--- src/rtl/dec_bit_collect.sv ---
// Gathers 16-bit hard-decision chunks from the node units into a full decoded
// frame, flags duplicate chunk writes, and hands the frame off under valid/ready.
module dec_bit_collect #(
  parameter int CODE_LEN  = 256,
  parameter int CHUNK_W   = 16,
  parameter int CHUNK_NUM = CODE_LEN / CHUNK_W,
  parameter int ADDR_W    = $clog2(CHUNK_NUM)
) (
  input  logic                clk,
  input  logic                rst_n,
  input  logic                frame_start,
  input  logic [CHUNK_W-1:0]  bit_in,
  input  logic [ADDR_W-1:0]   bit_addr,
  input  logic                bit_valid,
  output logic                bit_ready,
  output logic [CODE_LEN-1:0] frame_out,
  output logic                frame_valid,
  input  logic                frame_ready,
  output logic                err_dup,
  output logic                busy
);

  typedef enum logic [1:0] {
    IDLE,
    COLLECT,
    HOLD
  } state_t;

  state_t               state, state_nxt;
  logic [CHUNK_NUM-1:0] mask, mask_nxt;
  logic [CODE_LEN-1:0]  frame_nxt;
  logic                 dup_nxt;

  always_ff @(posedge clk) begin
    if (!rst_n) begin
      state       <= IDLE;
      mask        <= '0;
      frame_out   <= '0;
      err_dup     <= 1'b0;
      bit_ready   <= 1'b0;
      frame_valid <= 1'b0;
      busy        <= 1'b0;
    end else begin
      state       <= state_nxt;
      mask        <= mask_nxt;
      frame_out   <= frame_nxt;
      err_dup     <= dup_nxt;
      // Status flags are decoded from the next state so every output is a flop.
      bit_ready   <= (state_nxt == COLLECT);
      frame_valid <= (state_nxt == HOLD);
      busy        <= (state_nxt != IDLE);
    end
  end

  always_comb begin
    state_nxt = state;
    mask_nxt  = mask;
    frame_nxt = frame_out;
    dup_nxt   = 1'b0;
    case (state)
      IDLE: begin
        if (frame_start) begin
          mask_nxt  = '0;
          frame_nxt = '0;
          state_nxt = COLLECT;
        end
      end
      COLLECT: begin
        // A new frame_start aborts the partial frame and drops any concurrent chunk.
        if (frame_start) begin
          mask_nxt  = '0;
          frame_nxt = '0;
        end else if (bit_valid) begin
          dup_nxt            = mask[bit_addr];
          mask_nxt[bit_addr] = 1'b1;
          for (int unsigned i = 0; i < CHUNK_NUM; i++) begin
            if (bit_addr == ADDR_W'(i)) begin
              frame_nxt[CODE_LEN-1-i*CHUNK_W -: CHUNK_W] = bit_in;
            end
          end
          if (&mask_nxt) begin
            state_nxt = HOLD;
          end
        end
      end
      HOLD: begin
        if (frame_ready) begin
          state_nxt = IDLE;
        end
      end
      default: state_nxt = IDLE;
    endcase
  end

endmodule

--- config.mk ---
export PLATFORM = sky130hd
export DESIGN_NAME = dec_bit_collect
export DESIGN_NICKNAME = d
export VERILOG_FILES = /design/src/rtl/dec_bit_collect.sv
export SDC_FILE = /design/constraint.sdc
export NUM_CORES = 1
export LEC_CHECK = 0
export BUFFER_PORTS_ARGS = -buffer_cell sky130_fd_sc_hd__buf_2
export CAP_MARGIN = 15
export CORE_UTILIZATION = 50
export DETAILED_ROUTE_END_ITERATION = 10
export GPL_TIMING_DRIVEN = 0
export PLACE_DENSITY = 0.76
export SETUP_SLACK_MARGIN = 0.2
export SLEW_MARGIN = 40
export SYNTH_ARGS = -nofsm -noshare
export SYNTH_HDL_FRONTEND = slang
export SYNTH_SLANG_ARGS = --single-unit
--- constraint.sdc ---
create_clock -name clk -period 4.3 [get_ports clk]
set_clock_uncertainty 0.05 [all_clocks]
set_input_delay 0.43 -clock clk [delete_from_list [all_inputs] [get_ports clk]]
set_output_delay 0.43 -clock clk [all_outputs]
set_load 0.01 [all_outputs]
Word-level counts from Yosys, hierarchy flattened

Index checks and enable logic that the tools add are counted.

$lt $le $gt $ge: 2
Equality and inequality tests: 37
Mux-type cells: 34
Bitwise logic cells: 4
Reduce and logical (&&, ||, !) cells: 24

Operators with widths:

| kind                                                        | count |
|---|---|
| 2-to-1 mux 256 bit                                          | 3 |
| case mux 256 bit (2 select lines)                           | 1 |
| 2-to-1 mux 16 bit                                           | 19 |
| AND reduction 4 bit                                         | 16 |
| != test 3 bit (second input constant)                       | 17 |
| == test 4 bit (second input constant)                       | 8 |
| case mux 16 bit (2 select lines)                            | 1 |
| == test 4 x 3 -> 1 bit (second input constant)              | 4 |
| OR 16 bit                                                   | 1 |
| AND reduction 16 bit                                        | 1 |
| 2-to-1 mux 2 bit                                            | 5 |
| == test 4 x 2 -> 1 bit (second input constant)              | 2 |
| case mux 2 bit (3 select lines)                             | 1 |
| less-than comparator 4 x 5 -> 1 bit (second input constant) | 1 |
| binary-select mux 1 bit (select 4 bit)                      | 1 |
| demux 1 bit (select 4 bit)                                  | 1 |
| == test 2 x 1 -> 1 bit (second input constant)              | 2 |
| == test 2 bit (second input constant)                       | 2 |
| == test 4 x 1 -> 1 bit (second input constant)              | 1 |
| >= comparator 4 x 1 -> 1 bit (second input constant)        | 1 |
| zero test 4 bit                                             | 1 |
| nonzero test 2 bit                                          | 2 |
| OR reduction 4 bit                                          | 1 |
| inverter 1 bit                                              | 3 |
| other kinds (5)                                             | 6 |

Flip-flop bits (word level): 278
Input bits: 25
Output and inout port bits: 260
Logic and storage cells: 123

Longest topological paths before layout

Word-level depth: 11
Mapped depth: 10
Depth with buffers taken out: 5

Worst setup path after synthesis

OpenSTA, ideal clock, no wires.

Path kind: input to register
From: in bit_addr[2]
To: reg frame_out[181]
Setup time: 0.116 ns
Arrival: 1.759 ns
Data required time: 4.134 ns
Setup slack: 2.374 ns
Stages on the path: 8
Buffers on the path: 3
Cells stage by stage: buf_2 > nor2b_1 > buf_2 > nand2_1 > a21oi_2 > buf_6 > mux2i_1 > nor2b_1

Longest elaborated chain between the ends: 3

Ends and longest elaborated chain:

| what                          | RTL line | source |
|---|---|---|
| start, declared               | 13       | `input logic [ADDR_W-1:0] bit_addr,` |
| == test 4 x 3 -> 1 bit        | 77       | `if (bit_addr == ADDR_W'(i)) begin` |
| != test 3 bit (no line)       | --       |  |
| AND reduction 4 bit (no line) | --       |  |
| end signal, assigned          | 46       | `frame_out <= frame_nxt;` |
| end, declared                 | 16       | `output logic [CODE_LEN-1:0] frame_out,` |

No other way between the ends.
A chain may end at the register's enable or synchronous reset.

Worst setup path in the final report

From: reg state[0]
To: reg frame_out[3]

Longest elaborated chain between the ends: 3
Elaborated cells on any way between the ends: 8
Those cells by class: eq/ne: 4; mux: 1; reduce/logical: 3

Ends and longest elaborated chain:

| what                                                             | RTL line | source |
|---|---|---|
| start, declared                                                  | 29       | `state_t state, state_nxt;` |
| start signal, assigned                                           | 44       | `state <= state_nxt;` |
| == test 2 x 1 -> 1 bit / zero test 2 bit (equally long branches) | 60       | `case (state)` |
| != test 3 bit (no line) (tied with other cells)                  | --       |  |
| AND reduction 4 bit (no line)                                    | --       |  |

Several ways; a longest one is shown, not always the timed one.

==> run_results.csv <==
group,metric,value,unit
detailed_routing,wl_per_cell,18.7,µm
synthesis,synth.avg_cell_area,11.2,µm²
synthesis,ys_types,41,
clocking,clkTransAtPathRegs,0.06,ns
clocking,cts_setup_buffers,0,
clocking,cts_sinks,278,
critical_path,critical_path.startpoint,"state[0]$_SDFF_PN0_",
finish,diodes,0,
global_route,grt_pass1_wl,47.6,mm
clocking,htreeDepth,1,
power_and_ir_drop,ir_worst_vdd,293,µV
synthesis,ys_seq_area_share,48.2,%
timing,setup_viol,0,
finish,regArea,5570,µm²
clocking,cts_buffer_depth,3,
finish,finalNonFillerCells,1648,
critical_path,path_class,"reg2reg",
detailed_routing,drtIter0Drc,429,
power_and_ir_drop,leakage,6.66,nW
detailed_routing,drc,0,
critical_path,crit_path_end_kind,"flip-flop",
synthesis,syn-num-nets,1054,
synthesis,synth_common_cells,"dfxtp_1, nor2b_1, mux2i_1, clkbuf_1, buf_6",
synthesis,synth_top_area_share,48.2,%
clocking,clk_latency,0.55,ns
synthesis,synth_most_common_cell,"dfxtp_1",
synthesis,synth_area_leader_cell,"dfxtp_1",
critical_path,required,4.73,ns
timing,timing.hold.ws,0.149,ns
floorplan,core_area,22600,µm²
min_path,hold_class,"in2reg",
floorplan,io_pins,285,
critical_path,cp.arrival,2.63,ns
timing,slew_viol_final,0,
detailed_routing,routed_via_density,5.05,
placed_design,place_hpwl,22.3,mm
timing,slew_headroom,48.3,%
synthesis,yosys-top-cells-area,"dfxtp_1, mux2i_1, nor2b_1, buf_6, a21oi_4",
finish,syn2layout_area_growth,23.9,%
timing,period_minus_slack,2.20,ns
placed_design,dp.cells,1597,
timing,rsz0062_at_grt,"no",
clocking,cts-buffers-inserted,29,
synthesis,synth-async-reset-ratio,0,%
clocking,cts_resized,0,
floorplan,die_w,154,µm
finish,multiInputGateArea,5230,µm²
run_status,outcome,"complete, no violations",
timing,setup_tns,0,ns
finish,fin_nets,1368,
critical_path,crit_fanout,10,
detailed_routing,vias,8321,
flow_run,max-cap-violations,0,
global_route,gr-total-overflow,0,
global_route,grt_pass1_vias,8090,
critical_path,start_kind,"flip-flop",
global_route,antenna_found_initial,0,
placed_design,numPortBuffers,283,
floorplan,row_count,55,
synthesis,ys_ff_latch,278,
clocking,tritoncts,"yes",
timing,fin_crit_sh,51.1,%
finish,drive_above_1_share,30.5,%
min_path,hp-start,"frame_ready",
timing,report.final.hold_viol_count,0,
clocking,holdBufCountCts,0,
global_route,grt_max_degree,16,
synthesis,netlist_instances,1029,
detailed_routing,wl,30.9,mm
synthesis,ys_warn_count,0,
synthesis,syn-cell-area,11600,µm²
timing,max_freq,456,MHz
detailed_routing,first_pass_iters,5,
floorplan,dieArea,23700,µm²
clocking,cts_root_buffer,"clkbuf_16",
detailed_routing,ant_nets,0,
floorplan,initial_core_util,51.0,%
critical_path,timing.rr.start,"state[0]$_SDFF_PN0_",
floorplan,die_y,154,µm
timing,worst_slew_pin_slew,0.773,ns
placed_design,routabilityCongestion,0.884,
finish,fillCellCount,1889,
synthesis,synth_edf_count,0,
global_route,grt.total_usage,25.9,%
synthesis,ys.flop_type,"dfxtp_1",
power_and_ir_drop,powerDensity,409,nW/µm²
==> routing by layer <==
metal	track usage, %	share of wire, %
met5	0	0
met3	6.62	7.5
met1	32.8	44
met4	8.33	2.8
met2	43.0	46
==> worst paths after layout <==
| path | end | slack, ns | cells after the start |
|---|---|---|---|
| min | state[1]$_SDFF_PN0_ | 0.15 | 4 |
| max reg2reg | frame_out[3]$_SDFFE_PN0P_ | 2.10 | 9 |
| max | frame_out[3]$_SDFFE_PN0P_ | 2.10 | 9 |
| min reg2reg | mask[10]$_SDFFE_PN0P_ | 0.44 | 2 |
==> report_power, final <==
part / switching [mW] / total, mW / internal [mW]
clock: 1.04 / 2.58 / 1.53
sequential: 0.0282 / 2.66 / 2.63
combinational: 0.339 / 0.621 / 0.282
total: 1.41 / 5.86 / 4.44
==> registers in the layout (all words and copies together), names as in the netlist <==
name / flops
frame_valid: 1
busy: 1
err_dup: 1
frame_out: 256
bit_ready: 1
mask: 16
state: 2
==> layout make-up <==
| cell class | count | area share, % |
|---|---|---|
| sequential | 278 | 38.9 |
| timing repair buffer | 283 | 9.89 |
| multi-input combinational | 655 | 36.5 |
| clock buffer | 44 | 6.16 |
| inverter | 1 | 0.0262 |
| buffer | 95 | 5.31 |
| tap | 285 | 2.49 |
| clock inverter | 7 | 0.734 |
==> critical path, stage by stage (launching register included) <==
cell     delay, ns
dfxtp_1       0.45
nor2b_4       0.19
buf_6         0.18
nor2b_4       0.17
buf_6         0.15
and2_0        0.13
buf_2         0.20
buf_2         0.35
mux2i_1       0.13
nor2b_1       0.13
==> stage by stage <==
step / cell area, µm² / power [mW] / util (%) / setup slack [ns]
detailed placement: 13300 / 3.34 / 58.9 / 1.76
global placement: 13300 / 3.33 / 58.9 / 1.77
CTS: 14300 / 5.89 / 63.2 / 2.09
finish: 14300 / 5.86 / 63.2 / 2.10
global route: 14300 / 6.04 / 63.2 / 1.92
floorplan: 11600 / 3.16 / - / 2.37
==> placed cells by master, fill, tap and decap left out, types with 10 or more instances in the layout <==
master | synthesis | layout
buf_6 | 23 | 23
nand3_1 | 10 | 10
a21oi_4 | 12 | 12
clkbuf_16 | 0 | 29
clkbuf_8 | 0 | 10
buf_4 | 12 | 12
nor2_1 | 14 | 14
dfxtp_1 | 278 | 278
buf_2 | 15 | 298
and2_1 | 13 | 13
nor2b_1 | 265 | 265
clkbuf_1 | 32 | 37
nand2_1 | 17 | 17
mux2i_1 | 256 | 256
==> cell families (layout without fill, tap and decap cells) <==
group	count (synthesis)	after routing	synth area share, %
simple gates	342	342	18.1
flops	278	278	48.2
mux	261	261	23.2
buf+inv	96	430	6.61
compound gates	52	52	4.02
(Power assumes the default switching activity.)
